## src/rtl/pipelined_adder_alu_pkg.sv

```systemverilog
`default_nettype none
// ============================================================================
// Package : alu_pkg
// Mode encodings and result-flag bundle shared by the pipelined add/sub unit.
// Rev     : 1.0
// ============================================================================
package alu_pkg;

    typedef enum logic [1:0] {
        MODE_ADD = 2'b00,
        MODE_SUB = 2'b01,
        MODE_ADC = 2'b10,
        MODE_SBB = 2'b11
    } alu_mode_e;

    typedef struct packed {
        logic carry;
        logic zero;
        logic negative;
        logic overflow;
    } alu_flags_t;

endpackage
`default_nettype wire

```

## src/rtl/pipelined_adder_alu_if.sv

```systemverilog
`default_nettype none
// ============================================================================
// Interface : pipelined_adder_alu_if
// Operand/result valid-ready bus; in_sat exists only when ADDER_SAT_EN is set.
// Rev       : 1.0
// ============================================================================
interface pipelined_adder_alu_if #(
    parameter int WIDTH = 32
) ();
    logic             in_valid;
    logic             in_ready;
    logic [WIDTH-1:0] in_op1;
    logic [WIDTH-1:0] in_op2;
    logic [1:0]       in_mode;
    logic             in_cin;
`ifdef ADDER_SAT_EN
    logic             in_sat;
`endif
    logic             out_valid;
    logic             out_ready;
    logic [WIDTH-1:0] out_result;
    logic             out_carry;
    logic             out_zero;
    logic             out_negative;
    logic             out_overflow;

    modport master (
        output in_valid, in_op1, in_op2, in_mode, in_cin,
`ifdef ADDER_SAT_EN
        output in_sat,
`endif
        output out_ready,
        input  in_ready, out_valid, out_result, out_carry, out_zero,
        input  out_negative, out_overflow
    );

    modport slave (
        input  in_valid, in_op1, in_op2, in_mode, in_cin,
`ifdef ADDER_SAT_EN
        input  in_sat,
`endif
        input  out_ready,
        output in_ready, out_valid, out_result, out_carry, out_zero,
        output out_negative, out_overflow
    );
endinterface
`default_nettype wire

```

## src/rtl/pipelined_adder_alu_adder_slice.sv

```systemverilog
`default_nettype none
// ============================================================================
// Module : adder_slice
// Combinational CHUNK-bit ripple-carry slice; also exposes carry into its msb.
// Rev    : 1.0
// ============================================================================
module adder_slice #(
    parameter int CHUNK = 8
) (
    input  logic [CHUNK-1:0] a,
    input  logic [CHUNK-1:0] b,
    input  logic             cin,
    output logic [CHUNK-1:0] sum,
    output logic             cout,
    output logic             c_msb_in
);
    logic [CHUNK:0] w_c;

    always_comb begin
        w_c    = '0;
        sum    = '0;
        w_c[0] = cin;
        for (int i = 0; i < CHUNK; i++) begin
            sum[i]   = a[i] ^ b[i] ^ w_c[i];
            w_c[i+1] = (a[i] & b[i]) | (a[i] & w_c[i]) | (b[i] & w_c[i]);
        end
    end

    assign cout     = w_c[CHUNK];
    assign c_msb_in = w_c[CHUNK-1];
endmodule
`default_nettype wire

```

## src/rtl/pipelined_adder_alu.sv

```systemverilog
`default_nettype none
// ============================================================================
// Module : pipelined_adder_alu
// STAGES-deep ripple add/sub (ADD/SUB/ADC/SBB) with C/Z/N/V; ADDER_SAT_EN clamps.
// Rev    : 1.0
// ============================================================================
module pipelined_adder_alu
    import alu_pkg::*;
#(
    parameter int WIDTH  = 32,
    parameter int STAGES = 4
) (
    input  logic                 clk,
    input  logic                 rst,
    pipelined_adder_alu_if.slave bus
);
    localparam int CHUNK = WIDTH / STAGES;
    localparam int LAST  = STAGES - 1;

    logic [STAGES-1:0][WIDTH-1:0] w_a_in, w_b_in, w_s_in, w_s_nxt;
    logic [STAGES-1:0]            w_c_in, w_c_nxt, w_cm_nxt, w_v_in, w_sat_in, w_load;

    logic [STAGES-1:0][WIDTH-1:0] r_a, r_b, r_s;
    logic [STAGES-1:0]            r_c, r_cm, r_valid, r_sat;

    logic [WIDTH-1:0] w_b0;
    logic             w_c0;
    logic             w_sat0;

    always_comb begin
        w_b0 = bus.in_op2;
        w_c0 = 1'b0;
        case (alu_mode_e'(bus.in_mode))
            MODE_ADD: ;
            MODE_SUB: begin w_b0 = ~bus.in_op2; w_c0 = 1'b1;       end
            MODE_ADC: begin                     w_c0 = bus.in_cin; end
            MODE_SBB: begin w_b0 = ~bus.in_op2; w_c0 = bus.in_cin; end
            default:  ;
        endcase
    end

`ifdef ADDER_SAT_EN
    assign w_sat0 = bus.in_sat;
`else
    assign w_sat0 = 1'b0;
`endif

    for (genvar k = 0; k < STAGES; k++) begin : g_stage
        logic [CHUNK-1:0] w_sum;
        logic             w_cout;
        logic             w_cm;

        if (k == 0) begin : g_head
            assign w_a_in[k]   = bus.in_op1;
            assign w_b_in[k]   = w_b0;
            assign w_s_in[k]   = '0;
            assign w_c_in[k]   = w_c0;
            assign w_v_in[k]   = bus.in_valid;
            assign w_sat_in[k] = w_sat0;
        end else begin : g_body
            assign w_a_in[k]   = r_a[k-1];
            assign w_b_in[k]   = r_b[k-1];
            assign w_s_in[k]   = r_s[k-1];
            assign w_c_in[k]   = r_c[k-1];
            assign w_v_in[k]   = r_valid[k-1];
            assign w_sat_in[k] = r_sat[k-1];
        end

        adder_slice #(.CHUNK(CHUNK)) u_slice (
            .a        (w_a_in[k][k*CHUNK +: CHUNK]),
            .b        (w_b_in[k][k*CHUNK +: CHUNK]),
            .cin      (w_c_in[k]),
            .sum      (w_sum),
            .cout     (w_cout),
            .c_msb_in (w_cm)
        );

        // Bits above this slice are still zero in the partial sum, so OR merges.
        assign w_s_nxt[k]  = w_s_in[k] | (WIDTH'(w_sum) << (k * CHUNK));
        assign w_c_nxt[k]  = w_cout;
        assign w_cm_nxt[k] = w_cm;

        // A stage can load if it or any stage downstream of it has a hole.
        assign w_load[k] = bus.out_ready | ~(&r_valid[LAST:k]);
    end

    always_ff @(posedge clk) begin
        if (rst) begin
            r_valid <= '0;
            r_a     <= '0;
            r_b     <= '0;
            r_s     <= '0;
            r_c     <= '0;
            r_cm    <= '0;
            r_sat   <= '0;
        end else begin
            for (int k = 0; k < STAGES; k++) begin
                if (w_load[k]) begin
                    r_valid[k] <= w_v_in[k];
                    r_a[k]     <= w_a_in[k];
                    r_b[k]     <= w_b_in[k];
                    r_s[k]     <= w_s_nxt[k];
                    r_c[k]     <= w_c_nxt[k];
                    r_cm[k]    <= w_cm_nxt[k];
                    r_sat[k]   <= w_sat_in[k];
                end
            end
        end
    end

    logic [WIDTH-1:0] w_res;
    logic             w_ovf;
    alu_flags_t       w_flags;

    assign w_ovf = r_cm[LAST] ^ r_c[LAST];

    always_comb begin
        w_res = r_s[LAST];
        if (r_sat[LAST] && w_ovf) begin
            w_res = r_a[LAST][WIDTH-1] ? {1'b1, {(WIDTH-1){1'b0}}}
                                       : {1'b0, {(WIDTH-1){1'b1}}};
        end
        if (!r_valid[LAST]) begin
            w_res = '0;
        end
        w_flags.carry    = r_valid[LAST] & r_c[LAST];
        w_flags.zero     = r_valid[LAST] & (w_res == '0);
        w_flags.negative = w_res[WIDTH-1];
        w_flags.overflow = r_valid[LAST] & w_ovf;
    end

    assign bus.in_ready     = w_load[0];
    assign bus.out_valid    = r_valid[LAST];
    assign bus.out_result   = w_res;
    assign bus.out_carry    = w_flags.carry;
    assign bus.out_zero     = w_flags.zero;
    assign bus.out_negative = w_flags.negative;
    assign bus.out_overflow = w_flags.overflow;
endmodule
`default_nettype wire

```

## src/flat_wrapper.sv

```systemverilog
// flat-port wrapper written by rule: the top's interface ports become plain ports
module pipelined_adder_alu_flat import alu_pkg::*;
#(
    parameter int WIDTH  = 32,
    parameter int STAGES = 4
)
  (clk, rst, bus_in_valid, bus_in_op1, bus_in_op2, bus_in_mode, bus_in_cin, bus_out_ready, bus_in_ready, bus_out_valid, bus_out_result, bus_out_carry, bus_out_zero, bus_out_negative, bus_out_overflow);
  pipelined_adder_alu_if #(.WIDTH(WIDTH)) bus_i ();
  input  logic clk;
  input  logic rst;
  input wire logic [$bits(bus_i.in_valid)-1:0] bus_in_valid;
  input wire logic [$bits(bus_i.in_op1)-1:0] bus_in_op1;
  input wire logic [$bits(bus_i.in_op2)-1:0] bus_in_op2;
  input wire logic [$bits(bus_i.in_mode)-1:0] bus_in_mode;
  input wire logic [$bits(bus_i.in_cin)-1:0] bus_in_cin;
  input wire logic [$bits(bus_i.out_ready)-1:0] bus_out_ready;
  output wire logic [$bits(bus_i.in_ready)-1:0] bus_in_ready;
  output wire logic [$bits(bus_i.out_valid)-1:0] bus_out_valid;
  output wire logic [$bits(bus_i.out_result)-1:0] bus_out_result;
  output wire logic [$bits(bus_i.out_carry)-1:0] bus_out_carry;
  output wire logic [$bits(bus_i.out_zero)-1:0] bus_out_zero;
  output wire logic [$bits(bus_i.out_negative)-1:0] bus_out_negative;
  output wire logic [$bits(bus_i.out_overflow)-1:0] bus_out_overflow;
  assign bus_i.in_valid = bus_in_valid;
  assign bus_i.in_op1 = bus_in_op1;
  assign bus_i.in_op2 = bus_in_op2;
  assign bus_i.in_mode = bus_in_mode;
  assign bus_i.in_cin = bus_in_cin;
  assign bus_i.out_ready = bus_out_ready;
  assign bus_in_ready = bus_i.in_ready;
  assign bus_out_valid = bus_i.out_valid;
  assign bus_out_result = bus_i.out_result;
  assign bus_out_carry = bus_i.out_carry;
  assign bus_out_zero = bus_i.out_zero;
  assign bus_out_negative = bus_i.out_negative;
  assign bus_out_overflow = bus_i.out_overflow;
  pipelined_adder_alu #(.WIDTH(WIDTH), .STAGES(STAGES)) u_core (.clk(clk), .rst(rst), .bus(bus_i));
endmodule
```

## config.mk

```make
export PLATFORM = sky130hd
export DESIGN_NAME = pipelined_adder_alu_flat
export DESIGN_NICKNAME = d
export VERILOG_FILES = /design/src/rtl/pipelined_adder_alu_pkg.sv /design/src/rtl/pipelined_adder_alu_if.sv /design/src/rtl/pipelined_adder_alu_adder_slice.sv /design/src/rtl/pipelined_adder_alu.sv /design/src/flat_wrapper.sv
export SDC_FILE = /design/constraint.sdc
export NUM_CORES = 1
export LEC_CHECK = 0
export ABC_AREA = 1
export BUFFER_PORTS_ARGS = -buffer_cell sky130_fd_sc_hd__buf_2
export CAP_MARGIN = 20
export CELL_PAD_IN_SITES_DETAIL_PLACEMENT = 1
export CELL_PAD_IN_SITES_GLOBAL_PLACEMENT = 1
export CORE_AREA = 2 2 144 146
export DETAILED_ROUTE_END_ITERATION = 8
export DIE_AREA = 0 0 146 148
export PLACE_DENSITY = 0.86
export SLEW_MARGIN = 25
export SYNTH_ARGS = -nofsm -noshare
export SYNTH_HDL_FRONTEND = slang
export SYNTH_SLANG_ARGS = --single-unit
```

## constraint.sdc

```tcl
create_clock -name clk -period 4.8 [get_ports clk]
set_clock_uncertainty 0.15 [all_clocks]
set_input_delay 0.24 -clock clk [delete_from_list [all_inputs] [get_ports clk]]
set_output_delay 0.24 -clock clk [all_outputs]
set_load 0.005 [all_outputs]
```

==> run metrics, run 1 <==
status finished, final reports clean; setup repair bufs after CTS 0; share of post-route cells with drive strength above 1 0.136; top cell type's share of synthesized area 0.472; fill cell count roughly 2,500; Final Slew Violations 0; die width roughly 150 um; clock latency on the worst-skew pair 0.44 ns; flops & latches, synth roughly 190; vias in the first global route between 7,000 and 8,000; Warnings, synthesis 0; post-synthesis cell count just over 1,000; CP endpoint u_core.r_s[47]; Finished Layout Cells ~1,400; Row Count 52; FMAX between 200 and 250 MHz; Sinks on Clock Net between 150 and 200; share of the yosys chip area belonging to registers 0.472; CTS Hold Bufs 38; Post-synth ARST share 0; Fin. Hold Viols 0; routed wire length 21.4 mm; H-tree levels 4; Hold Path Class in2reg; post-synthesis cell type count 19; Critical path origin u_core.r_b[8]; Inst Count DP between 1,000 and 1,500; TritonCTS buffer count 17; drt first-iter violations roughly 400; Vias/cell ~4.8; FF-to-FF setup slack 0.47 ns; Final min period 4.33 ns; CP Launch Type flip-flop; CTS tree yes; first-pass detailed-route iteration total 4; core area between 20,000 and 25,000 um2; Reg2Reg Capture Point u_core.r_s[47]; dpl hpwl approximately 13 mm; Reg2Reg Depth 14; type of the worst setup path reg2reg; die height around 150 um; Area Overhead vs Synth 20.2%; GRT Overall Usage 0.205; Die Area ~22,000 um2; final setup vio count 0; Slew headroom 0.382; Post-synth EDFFs 0; via count ~6,700; maximum clock insertion buffer count 2; pin count of the biggest net entering global routing 71; cell with the most instances after synthesis nor2_1; clock slew at reported path FFs 0.06 ns; peak supply drop roughly 0.28 mV; Buffers on Ports around 110; CP Data Required Time about 5 ns; first-pass GRT wire length 35.6 mm; CP endpoint kind flip-flop; top post-synthesis cells by count nor2_1, dfxtp_1, o21ai_0, nand2_1, inv_1; final period utilization 0.901; Least-Margin Pin Slew approximately 0.92 ns; DR DRC count 0; global route overflow 0; Synth area leader dfxtp_1; routed len/inst around 15 um; Min-Delay Path Depth 5; NumNets Final 1,230; max_cap viols 0; Worst Path Arrival approximately 4.6 ns; Root Buffer clkbuf_16; Mapped Nets about 1,100; Tot Pwr roughly 3.4 mW; synthesized area per cell 7.69 um2; RR Startpoint u_core.r_b[8]; mapped cell area roughly 8000 um2; CTS resizes 0; Synth area leaders dfxtp_1, nor2_1, o21ai_0; PD cells approximately 360 nW/um2; initial antenna violation count 2; Routed Antenna Nets 0; Initial Utilization 0.391; I/O pin cnt approximately 110; CP Max Fanout 2; Leakage Power between 4 and 5 nW; top_reg_cell synth dfxtp_1; final RePlAce weighted congestion ~0.79; setup TNS 0 ns; RSZ-0062 raised after global routing false
==> final cells by class <==
class | count | area, um2 | share of cell area
inverters | 83 | 313 | 0.0332
clock inverters | 11 | 97.6 | 0.0104
clock buffers | 20 | 467 | 0.0495
flip-flops and latches | 185 | 3700 | 0.393
repair buffers | 154 | 981 | 0.104
multi-input cells | 686 | 3530 | 0.374
diodes | 1 | 2.50 | 0.000265
well taps | 270 | 338 | 0.0358
==> logic make-up after synthesis <==
logic type	Yosys count	share of synthesized area
mux	1	0.00128
simple gates	437	0.211
flops	185	0.472
fa+ha+maj	32	0.0817
xor+xnor	32	0.0357
buf+inv	149	0.0785
compound gates	184	0.120
==> where the power goes <==
part / switching (mW) / internal [mW]
Clock: 0.594 / 0.751
Combinational: 0.187 / 0.154
Sequential: 0.0603 / 1.64
==> worst min path at each step <==
stage	slack, ns	start	to
finish	0.003	bus_in_op2[29]	u_core.r_b[29]
floorplan	0.17	rst	u_core.r_s[107]
detailed placement	0.32	u_core.r_a[21]	u_core.r_a[53]
CTS	0.002	bus_in_op2[29]	u_core.r_b[29]
global route	0.04	bus_in_op2[23]	u_core.r_b[23]
global placement	0.30	u_core.r_valid[0]	u_core.r_valid[1]
==> cell usage in the layout (no fill, tap or decap), types with 3 or more instances in the layout <==
cell type        n
fa_1            32
buf_2          108
xnor2_1         18
inv_2            3
o21ai_0        164
nand2_1         83
clkbuf_8         3
buf_4            8
clkbuf_16       17
dlygate4sd3_1   38
a21oi_1         13
inv_1           79
xor2_1          14
a211oi_1         7
nand2_2          3
dfxtp_1        185
nor2_1         349
clkinv_2         5
clkinvlp_4       4
==> per-stage QoR <==
step	utilization	hold WS (ns)	worst slack, ns	instance area [um2]
finish	0.470	0.00279	0.474	9430
floorplan	-	0.168	0.675	7850
CTS	0.470	0.00171	0.424	9430
detailed placement	0.423	0.318	0.486	8480
global placement	0.423	0.302	0.619	8480
global route	0.470	0.0394	0.253	9430
==> registers in the layout (all words and copies together), names as in the netlist <==
name            cells
u_core.r_valid      4
u_core.r_cm         1
u_core.r_c          4
u_core.r_s         80
u_core.r_b         48
u_core.r_a         48
==> layer usage <==
layer / wire, um / share of wire / GRT usage
met5: 0 / 0 / 0
met3: 765 / 0.036 / 0.0398
met2: 10200 / 0.48 / 0.337
met4: 380 / 0.018 / 0.0704
met1: 10000 / 0.47 / 0.271
==> worst max-delay path, cell delays in order, from the launching register on <==
cell and delay, ns:
dfxtp_1 0.30, inv_1 0.09, fa_1 0.19, inv_1 0.07
fa_1 0.46, fa_1 0.48, fa_1 0.47, fa_1 0.47
fa_1 0.46, fa_1 0.43, inv_1 0.09, fa_1 0.39
nand2_1 0.08, nand2_1 0.05, nor2_1 0.09
No activity file was read; power rests on OpenSTA's default activity.
==> run 2: changes to the inputs <==
Clock period 4.8 ns to 4.7 ns, I/O delays scaled along.
==> run 2 against run 1 <==
Net effect: setup slack worse by 0.056 ns; core utilization is 0.14 points higher; hold slack better by 0.0053 ns; fmax is 1.0% higher; clock power is 5% higher; sequential power hardly changed; first-iteration DRC count is 20% higher; cell count is 0.14% higher; via count is 0.91% higher; critical path depth stayed put.
==> run metrics, run 2 (synthesis results as in run 1) <==
status finished, final reports clean; PD cells 370 nW/um2; Worst Path Arrival ~4.5 ns; crit-path most repeated cell fa_1; CP endpoint kind flip-flop; Largest register FFs 80; Root Buffer clkbuf_16; routed wire length roughly 22 mm; die height 148 um; CP Max Fanout 2; Fin. Hold Viols 0; Tot Pwr 3.50 mW; Finished Layout Cells 1,412; TritonCTS buffer count 17; H-tree levels 4; peak supply drop between 0.2 and 0.3 mV; Die Area roughly 22,000 um2; initial antenna violation count 1; final setup margin 0.418 ns; Buffers on Ports 108; core area between 20,000 and 25,000 um2; dpl hpwl about 13 mm; final core occ 0.472; Hold Startpoint bus_in_op2[16]; drt first-iter violations about 480; GRT Overall Usage 0.208; Final min period between 4 and 5 ns; global route overflow 0; area post-placement about 8500 um2; share of post-route cells with drive strength above 1 0.135; Least-Margin Pin Slew around 0.90 ns; final hold slack 0.00809 ns; final RePlAce weighted congestion 0.810; Reg2Reg Capture Point u_core.r_s[47]; pin count of the biggest net entering global routing 81; Inst Count DP between 1,000 and 1,500; CP Data Required Time around 5 ns; die width between 100 and 150 um; leading cell types in the layout, fill and taps excluded nor2_1, dfxtp_1, o21ai_0; FMAX between 200 and 250 MHz; commonest non-fill, non-tap cell in the layout nor2_1; via count just under 7,000; largest stage delay on the critical path 0.47 ns; Final Slew Violations 0; hold path endpoint u_core.r_b[16]; I/O pin cnt between 100 and 150; final setup vio count 0; RSZ-0062 raised after global routing false; Hold Path Class in2reg; worst path cell trace inv_1 -> fa_1 -> inv_1 -> fa_1 -> fa_1 -> fa_1 -> fa_1 -> fa_1 -> fa_1 -> inv_1 -> fa_1 -> nand2_1 -> nand2_1 -> nor2_1; Routed Antenna Nets 0; maximum clock insertion buffer count 2; Leakage Power about 4.6 nW; Biggest register u_core.r_s; Reg2Reg Depth 14; NumNets Final 1,231; clock slew at reported path FFs ~0.07 ns; Area Overhead vs Synth 20.5%; CTS tree yes; Min-Delay Path Depth 5; first-pass GRT wire length about 36 mm; Sinks on Clock Net 185; setup TNS 0 ns; FF-to-FF setup slack 0.42 ns; routed len/inst between 15 and 20 um; RR Startpoint u_core.r_b[8]; setup repair bufs after CTS 0; Slew headroom 0.401; max_cap viols 0; final period utilization 0.911; vias in the first global route about 7,200; Top Registers u_core.r_s (80), u_core.r_a (48), u_core.r_b (48); Design Area, Final between 9000 and 10,000 um2; clock latency on the worst-skew pair between 0.4 and 0.5 ns; pre-CTS setup slack between 0.4 and 0.5 ns; type of the worst setup path reg2reg; Initial Utilization 0.391; DR DRC count 0; CP Launch Type flip-flop; first-pass detailed-route iteration total 5; Row Count between 50 and 60; highest-delay cell along the critical path fa_1; Vias/cell between 4 and 5
run 2: cell type report:
type                            instances  area, um2
Inverter                               83        313
Sequential cell                       185       3700
Timing Repair Buffer                  155        991
Fill cell                            2503      10600
Multi-Input combinational cell        686       3530
Clock inverter                         11        121
Clock buffer                           21        460
Tap cell                              270        338
Antenna cell                            1       2.50
run 2: critical path, delay by kind of cell, from the launching register on:
kind                     cells  cell delay [ns]
adder cells (fa/ha/maj)      8             3.31
flip-flops                   1             0.30
buffers and inverters        3             0.25
AND/OR/NAND/NOR              3             0.23
run 2: metal layers:
| metal | vias to the layer above | global-route usage | share of wire |
|---|---|---|---|
| li1 | 3363 | - | - |
| met1 | 3220 | 0.270 | 0.46 |
| met2 | 156 | 0.353 | 0.48 |
| met3 | 32 | 0.0404 | 0.036 |
| met4 | 0 | 0.0626 | 0.020 |
| met5 | - | 0 | 0 |
run 2: worst max path at each step:
stage | depth (start not counted) | end | from
6_report | 14 | u_core.r_s[47] | u_core.r_b[8]
5_1_grt | 14 | u_core.r_s[47] | u_core.r_b[8]
4_1_cts | 14 | u_core.r_s[47] | u_core.r_b[8]
3_5_place_dp | 12 | u_core.r_s[87] | u_core.r_b[48]
3_3_place_gp | 14 | u_core.r_s[47] | u_core.r_b[8]
2_1_floorplan | 16 | u_core.r_s[7] | bus_in_mode[0]
run 2: what timing repair did:
action | 4_1_cts | 5_1_grt
endpoints found under the hold margin | 39 | 0
hold buffers | 39 | 0
resized for setup | 0 | 0
run 2: power breakdown:
group / internal (mW) / switching (mW) / total, mW
registers: 1.67 / 0.0625 / 1.73
logic: 0.158 / 0.190 / 0.348
clock network: 0.811 / 0.604 / 1.41
==> run 3: changes to the inputs <==
Clock period 4.7 ns to 5.4 ns, I/O delays scaled along.
==> run 3 against run 2 <==
Net effect: sequential cell count stayed put; cell count decreased by 0.99%; critical path depth stayed put; core utilization is 0.63 points lower; total power fell by 13%; first-iteration DRC count shrank 19%; fmax is 3.6% lower; clock-buffer cell count unchanged; via count fell by 1.5%; clock power down 12%; design area fell by 1.3%; routed wire length is 2.6% lower; critical endpoint unchanged; largest power group unchanged.
==> run metrics, run 3 (synthesis results as in run 1) <==
Routed Antenna Nets 0; Buffers on Ports 108; Sinks on Clock Net approximately 190; FF+latch area between 3000 and 4000 um2; status finished, final reports clean; Reg2Reg Depth 14; TritonCTS buffer count 17; CTS resizes 0; CP endpoint kind flip-flop; leading cell types in the layout, fill and taps excluded nor2_1, dfxtp_1, o21ai_0; FF-to-FF setup slack approximately 0.96 ns; NumNets Final about 1,200; Hold Path Class in2reg; die width 146 um; Final min period around 4.4 ns; final setup margin approximately 0.96 ns; GRT Overall Usage 0.200; peak supply drop 0.278 mV; Vias/cell about 4.8; CP Data Required Time around 5.6 ns; dpl hpwl approximately 14 mm; core area approximately 20,000 um2; routed len/inst between 15 and 20 um; Reg2Reg Capture Point u_core.r_s[47]; Leakage Power approximately 4.5 nW; clock latency on the worst-skew pair 0.43 ns; DR DRC count 0; type of the worst setup path reg2reg; Min-Delay Path Depth 4; pin count of the biggest net entering global routing 75; final setup vio count 0; via count around 6,700; Largest register FFs 80; H-tree levels 4; final period utilization 0.823; Biggest register u_core.r_s; initial antenna violation count 0; Least-Margin Pin Slew roughly 0.9 ns; fill cell count between 2,000 and 3,000; clock slew at reported path FFs about 0.07 ns; max_cap viols 0; PD cells approximately 330 nW/um2; Top Registers u_core.r_s (80), u_core.r_a (48), u_core.r_b (48); maximum clock insertion buffer count 2; Hold Startpoint bus_in_op2[15]; commonest non-fill, non-tap cell in the layout nor2_1; CTS Hold Bufs 25; drt first-iter violations just under 400; Root Buffer clkbuf_16; first-pass GRT wire length about 35 mm; # diodes 0; RSZ-0062 raised after global routing false; Row Count between 50 and 60; FMAX approximately 230 MHz; area taken by multi-input logic gates ~3500 um2; global route overflow 0; RR Startpoint u_core.r_b[8]; setup repair bufs after CTS 0; I/O pin cnt between 100 and 150; Fin. Hold Viols 0; die height ~150 um; final RePlAce weighted congestion approximately 0.8; routed wire length 21.1 mm; first-pass detailed-route iteration total 5; hold path endpoint u_core.r_b[15]; Final Slew Violations 0; Area Overhead vs Synth 18.9%; CP Launch Type flip-flop; vias in the first global route a little under 7,000; Worst Path Arrival 4.66 ns; CTS tree yes; Die Area roughly 22,000 um2; setup TNS 0 ns; Slew headroom 0.395; share of post-route cells with drive strength above 1 0.138; CP Max Fanout 2; Initial Utilization 0.391; pre-CTS setup slack roughly 1 ns
run 3: cell types whose count changed in the layout (fill, tap and decap cells not counted):
cell | before | now
buf_4 | 8 | 9
clkbuf_1 | 2 | 1
clkbuf_8 | 2 | 3
clkinv_4 | 2 | 1
clkinvlp_4 | 2 | 3
diode_2 | 1 | 0
dlygate4sd3_1 | 39 | 25
run 3: worst max-delay path by stage:
stage | from | end
6_report | u_core.r_b[8] | u_core.r_s[47]
5_1_grt | u_core.r_a[8] | u_core.r_s[47]
4_1_cts | u_core.r_b[8] | u_core.r_s[47]
3_5_place_dp | u_core.r_b[8] | u_core.r_s[47]
3_3_place_gp | u_core.r_a[8] | u_core.r_s[47]
2_1_floorplan | bus_in_mode[0] | u_core.r_s[7]
run 3: stage by stage:
| step | cell area [um2] | total power [mW] | instances | utilization | hold slack, ns |
|---|---|---|---|---|---|
| after detailed placement | 8490 | 1.81 | 1341 | 0.424 | 0.325 |
| after global routing | 9330 | 3.17 | 1398 | 0.466 | 0.0150 |
| after global placement | 8490 | 1.79 | 1341 | 0.424 | 0.309 |
| after floorplan | 7850 | 1.71 | 1020 | - | 0.198 |
| after CTS | 9330 | 3.06 | 1398 | 0.466 | 0.00891 |
| final | 9330 | 3.04 | 1398 | 0.466 | 0.0163 |
run 3: metal layers:
| metal | GRT usage | up-vias | share of wire |
|---|---|---|---|
| li1 | - | 3333 | - |
| met1 | 0.265 | 3159 | 0.48 |
| met2 | 0.326 | 143 | 0.46 |
| met3 | 0.0364 | 32 | 0.033 |
| met4 | 0.0777 | 0 | 0.027 |
| met5 | 0 | - | 0 |
run 3: cell type report:
cell class	count	area share
flip-flops and latches	185	0.397
multi-input cells	686	0.378
repair buffers	142	0.0920
clock buffers	21	0.0504
well taps	270	0.0362
inverters	83	0.0335
clock inverters	11	0.0129
run 3: critical path: stages, from the launching register on:
cell and delay [ns]:
dfxtp_1 0.30, inv_1 0.10, fa_1 0.20, inv_1 0.06, fa_1 0.45, fa_1 0.47
fa_1 0.49, fa_1 0.49, fa_1 0.47, fa_1 0.45, inv_1 0.11, fa_1 0.40
nand2_1 0.09, nand2_1 0.05, nor2_1 0.09
run 3: power by group:
group | switching [mW] | internal (mW) | leakage (nW)
Clock | 0.524 | 0.717 | 0.285
Sequential | 0.0542 | 1.45 | 1.52
Combinational | 0.163 | 0.132 | 2.69
